$ cat src/rtl/tt_um_sample_flow_accum.sv
// Sample-flow accumulator with four update modes (linear wrap, quadratic
// wrap, bounce, saturate) sequenced by a small IDLE/RUN/HOLD/DONE machine.
// The accumulator never wraps modulo 2^WIDTH. Wide intermediate sums are
// clamped to the all-ones value before they are registered.
module tt_um_sample_flow_accum #(
    parameter int WIDTH      = 8,
    parameter int LIMIT      = 50,
    parameter int STEP_SHIFT = 2,
    parameter int QUAD_SHIFT = 3
) (
    input  logic       clk,
    input  logic       rst_n,
    input  logic       ena,
    input  logic [7:0] ui_in,
    input  logic [7:0] uio_in,
    output logic [7:0] uo_out,
    output logic [7:0] uio_out,
    output logic [7:0] uio_oe
);

    typedef enum logic [1:0] {
        S_IDLE = 2'b00,
        S_RUN  = 2'b01,
        S_HOLD = 2'b10,
        S_DONE = 2'b11
    } state_t;

    // Intermediate arithmetic width: wide enough that acc+inc+square never overflows.
    localparam int SW = 2 * WIDTH + 1;
    localparam logic [SW-1:0]    ACC_MAX = SW'((1 << WIDTH) - 1);
    localparam logic [WIDTH-1:0] LIM_W   = WIDTH'(LIMIT);
    localparam logic [SW-1:0]    LIM_X   = SW'(LIMIT);

    state_t           state_q, state_d;
    logic [WIDTH-1:0] acc_q, acc_d;
    logic             dir_q, dir_d;
    logic             wrap_q, wrap_d;

    logic       run;
    logic [1:0] mode;
    logic [7:0] inc;
    logic       unused_uio;

    logic [SW-1:0] acc_x;
    logic [SW-1:0] inc_x;
    logic [SW-1:0] quad_base;
    logic [SW-1:0] quad_sq;
    logic [SW-1:0] sum_lin;
    logic [SW-1:0] sum_quad;

    assign run        = uio_in[0];
    assign mode       = uio_in[3:2];
    assign unused_uio = ^{uio_in[7:4], uio_in[1]};
    assign inc        = ui_in >> STEP_SHIFT;

    // Datapath: zero-extended operands and the two candidate sums.
    assign acc_x     = SW'(acc_q);
    assign inc_x     = SW'(inc);
    assign quad_base = SW'(acc_q >> QUAD_SHIFT);
    assign quad_sq   = quad_base * quad_base;
    assign sum_lin   = acc_x + inc_x;
    assign sum_quad  = acc_x + inc_x + quad_sq;

    // Clamp a wide sum to the largest representable accumulator value.
    function automatic logic [WIDTH-1:0] sat(input logic [SW-1:0] v);
        if (v > ACC_MAX) begin
            sat = ACC_MAX[WIDTH-1:0];
        end else begin
            sat = v[WIDTH-1:0];
        end
    endfunction

    // Next-state and accumulator update; ena low freezes everything including the pulse.
    always_comb begin
        state_d = state_q;
        acc_d   = acc_q;
        dir_d   = dir_q;
        wrap_d  = 1'b0;
        if (!ena) begin
            wrap_d = wrap_q;
        end else begin
            case (state_q)
                S_IDLE: begin
                    if (run) begin
                        state_d = S_RUN;
                    end
                end
                S_RUN: begin
                    // Only bounce mode tracks direction; elsewhere it reads as "up".
                    if (mode != 2'b10) begin
                        dir_d = 1'b1;
                    end
                    if (!run) begin
                        state_d = S_HOLD;
                    end else begin
                        case (mode)
                            2'b00: begin
                                if (acc_q >= LIM_W) begin
                                    acc_d  = '0;
                                    wrap_d = 1'b1;
                                end else begin
                                    acc_d = sat(sum_lin);
                                end
                            end
                            2'b01: begin
                                if (acc_q >= LIM_W) begin
                                    acc_d  = '0;
                                    wrap_d = 1'b1;
                                end else begin
                                    acc_d = sat(sum_quad);
                                end
                            end
                            2'b10: begin
                                if (dir_q) begin
                                    if (sum_lin >= LIM_X) begin
                                        acc_d = LIM_W;
                                        dir_d = 1'b0;
                                    end else begin
                                        acc_d = sat(sum_lin);
                                    end
                                end else begin
                                    if (acc_x <= inc_x) begin
                                        acc_d  = '0;
                                        dir_d  = 1'b1;
                                        wrap_d = 1'b1;
                                    end else begin
                                        acc_d = WIDTH'(acc_x - inc_x);
                                    end
                                end
                            end
                            default: begin
                                if (sum_lin >= LIM_X) begin
                                    acc_d   = LIM_W;
                                    state_d = S_DONE;
                                end else begin
                                    acc_d = sat(sum_lin);
                                end
                            end
                        endcase
                    end
                end
                S_HOLD: begin
                    if (run) begin
                        state_d = S_RUN;
                    end
                end
                default: begin
                    if (!run) begin
                        state_d = S_IDLE;
                        acc_d   = '0;
                    end
                end
            endcase
        end
    end

    // State register with immediate (asynchronous) reset.
    always_ff @(posedge clk or negedge rst_n) begin
        if (!rst_n) begin
            state_q <= S_IDLE;
            acc_q   <= '0;
            dir_q   <= 1'b1;
            wrap_q  <= 1'b0;
        end else begin
            state_q <= state_d;
            acc_q   <= acc_d;
            dir_q   <= dir_d;
            wrap_q  <= wrap_d;
        end
    end

    assign uo_out  = acc_q[7:0];
    assign uio_out = {wrap_q, dir_q, state_q, 4'b0000};
    assign uio_oe  = 8'b1111_0000;

endmodule

$ cat config.mk
export PLATFORM = sky130hd
export DESIGN_NAME = tt_um_sample_flow_accum
export DESIGN_NICKNAME = d
export VERILOG_FILES = /design/src/rtl/tt_um_sample_flow_accum.sv
export SDC_FILE = /design/constraint.sdc
export NUM_CORES = 1
export LEC_CHECK = 0
export BUFFER_PORTS_ARGS = -buffer_cell sky130_fd_sc_hd__clkbuf_2
export CORE_MARGIN = 2
export CORE_UTILIZATION = 52
export CTS_CLUSTER_SIZE = 8
export DETAILED_ROUTE_END_ITERATION = 8
export PLACE_DENSITY = 0.81
export SYNTH_ARGS = -nofsm -noshare
export SYNTH_HDL_FRONTEND = slang
export SYNTH_SLANG_ARGS = --single-unit
$ cat constraint.sdc
create_clock -name clk -period 11.07 [get_ports clk]
set_input_delay 3.321 -clock clk [delete_from_list [all_inputs] [get_ports clk]]
set_output_delay 3.321 -clock clk [all_outputs]
set_load 0.01 [all_outputs]
==> metrics.txt <==
pwr dens=between 300 and 400 nW/um^2; critical path arrival=8.69 ns; Final min period=around 8.5 ns; post-synthesis share of cell area spent on xor and xnor gates=0.0493; post-synthesis sequential element count=12; crit path from=ui_in[2]; final hold vios=0; largest net degree at the start of global routing=20; antenna violations before repair=0; TritonCTS buffer count=3; RSZ-0062 raised after global routing=false; critical path class=input port to flip-flop; register area share after synthesis=0.123; die width=between 70 and 80 um; Worst setup EP type=flip-flop; post-synthesis compound-gate area fraction=0.262; GP Congestion=0.934; Yosys cell types=54; EDFF count, synth=0; CP Max Fanout=5; Reg2Reg Setup Slack=5.28 ns; drt first pass iters=5; number of fill cells=434; Die Ht=a little over 70 um; Slew HR=0.556; Slew Limit Fails=0; FMAX=~0.12 GHz; FF/Latch Area=302 um^2; CTS Buffer Depth=2; vias per cell=5.94; final WL=5.74 mm; Synth Area in Adders=0.250; layout cells sized above 1=0.117; Post-Synthesis Cells=314; Avg Cell Area, Syn=7.83 um^2; die area=5300 um^2; root buffer cell=clkbuf_8; main combinational cell family by area after synthesis=compound AO/OA/AOI/OAI gates; Worst VDD drop=0.000157 V; row count=25; post-synthesis mux area share=0.00407; top_reg_cell synth=dfrtp_1; DRC=0; worst skew pair latency=roughly 0.25 ns; CTS Hold Bufs=0; post-layout util=0.552; vias in the first global route=2067; via count=~2200; worst reg2reg endpoint=uo_out[0]; Setup Skew=0.00228 ns; hold crit path type=flip-flop to flip-flop; synth warn=0; ant diodes=0; HP Start=wrap_q; final worst path period share=0.771; WHS Path Cells=2; Hold Path Sink=wrap_q; leak pwr=approximately 1.3 nW; H-tree Lvls=1; reg2reg path depth=19; I/O Pins=43; Setup TNS=0 ns; clk slew on worst S/H paths=about 0.06 ns; total track usage=0.229; remaining global-route overflow=0; most common cell after layout, fill and taps aside=inv_1; post-synthesis simple-gate area fraction=0.175; WL/cell=15.2 um; Setup-failing EPs final=0; Post-synth ARST share=1.00; most frequent cells in the layout=38 x inv_1, 30 x ha_1, 23 x clkbuf_2, 22 x a21oi_1, 20 x o21ai_0; Tightest Pin Transition=0.663 ns; RR Startpoint=uo_out[0]; max-cap violations=0; CTS tree=done; setup bufs post-CTS=0; Routed Antenna Nets=0; post-cts sizing count=0; dpl hpwl=about 4.6 mm; Initial Util=0.531; first-pass GRT wire length=roughly 9.5 mm; fin nets=386; DRT iter0 DRCs=215; Worst setup SP type=input port; Multi-input gate area=about 1900 um^2; Post-Syn Area=2460 um^2; Core ar.=4630 um^2; area grow syn2layout=3.87%; WP data required=11.22 ns; # port buffers=23; status=finished clean; CTS Sinks=12
-- cell type report --
type,instances,area share
Timing Repair Buffer,23,0.0451
Sequential cell,12,0.118
Tap cell,54,0.0264
Multi-Input combinational cell,246,0.731
Clock buffer,4,0.0215
Inverter,39,0.0583
-- worst max path at each step --
stage	cells past startpoint	endpoint	slack, ns
4_1_cts	20	uo_out[5]	2.53
2_1_floorplan	18	uo_out[3]	3.17
6_report	20	uo_out[0]	2.53
5_1_grt	20	uo_out[5]	2.12
3_5_place_dp	20	uo_out[0]	2.31
3_3_place_gp	20	uo_out[0]	2.47
-- worst max-delay path, stage by stage --
cell and delay [ns]:
clkbuf_2 0.09, ha_1 0.26, fa_1 0.42, nor2b_1 0.18, o31ai_1 0.28, xor2_1 0.48, fa_1 0.49, inv_1 0.09
fa_1 0.44, fa_1 0.55, inv_1 0.04, ha_1 0.33, a211oi_1 0.11, o21bai_1 0.16, a21oi_1 0.09, o21ai_0 0.54
nor2_1 0.21, a221oi_1 0.35, a31oi_1 0.08, o31ai_1 0.20
-- synthesized netlist by cell type, drive strengths merged, types with 3 or more instances --
cell type / instances / share of area
clkbuf: 9 / 0.014
nand4: 4 / 0.010
nor2b: 8 / 0.020
o21bai: 4 / 0.012
o31a: 3 / 0.011
and2: 6 / 0.015
a21o: 6 / 0.018
nand2: 18 / 0.027
nand3: 4 / 0.0081
ha: 30 / 0.15
o211ai: 5 / 0.015
xnor2: 9 / 0.032
dfrtp: 11 / 0.11
inv: 39 / 0.061
a21oi: 22 / 0.045
a31oi: 10 / 0.032
o21ai: 21 / 0.043
nor2: 19 / 0.030
buf: 18 / 0.060
o31ai: 6 / 0.018
nand2b: 4 / 0.010
fa: 12 / 0.098
nor3: 7 / 0.014
a211oi: 6 / 0.020
xor2: 4 / 0.017
-- through the flow --
| stage | cell area [um^2] | hold WS [ns] | worst slack, ns | instances | power, mW |
|---|---|---|---|---|---|
| finish | 2550 | 0.525 | 2.53 | 378 | 0.814 |
| global route | 2550 | 0.546 | 2.12 | 378 | 0.904 |
| CTS | 2550 | 0.532 | 2.53 | 378 | 0.811 |
| detailed placement | 2500 | 0.521 | 2.31 | 374 | 0.756 |
| global placement | 2500 | 0.517 | 2.47 | 374 | 0.738 |
| floorplan | 2500 | 0.497 | 3.17 | 324 | 0.624 |
-- power breakdown --
part | internal [mW] | switching (mW)
clock network | 0.0316 | 0.0192
logic | 0.266 | 0.388
registers | 0.0621 | 0.0459
-- kinds of logic after synthesis --
kind of cell | Yosys count
buffers and inverters | 66
xor gates and xnor gates | 13
DFF | 12
muxes | 1
adders and majority gates | 42
AOI/OAI and AO/OA | 95
and+or+nand+nor | 83
other | 2
-- flip-flops by register name (all words and copies together), names as in the netlist --
name     count
wrap_q       1
state_q      2
dir_q        1
uo_out       8
-- metal layers --
layer | part of all wire | up-vias | track usage
met2 | 0.48 | 97 | 0.386
met3 | 0.068 | 16 | 0.0207
met1 | 0.42 | 1046 | 0.303
met4 | 0.030 | 0 | 0.0864
met5 | 0 | - | 0
li1 | - | 1088 | -
(Power assumes the default switching activity.)
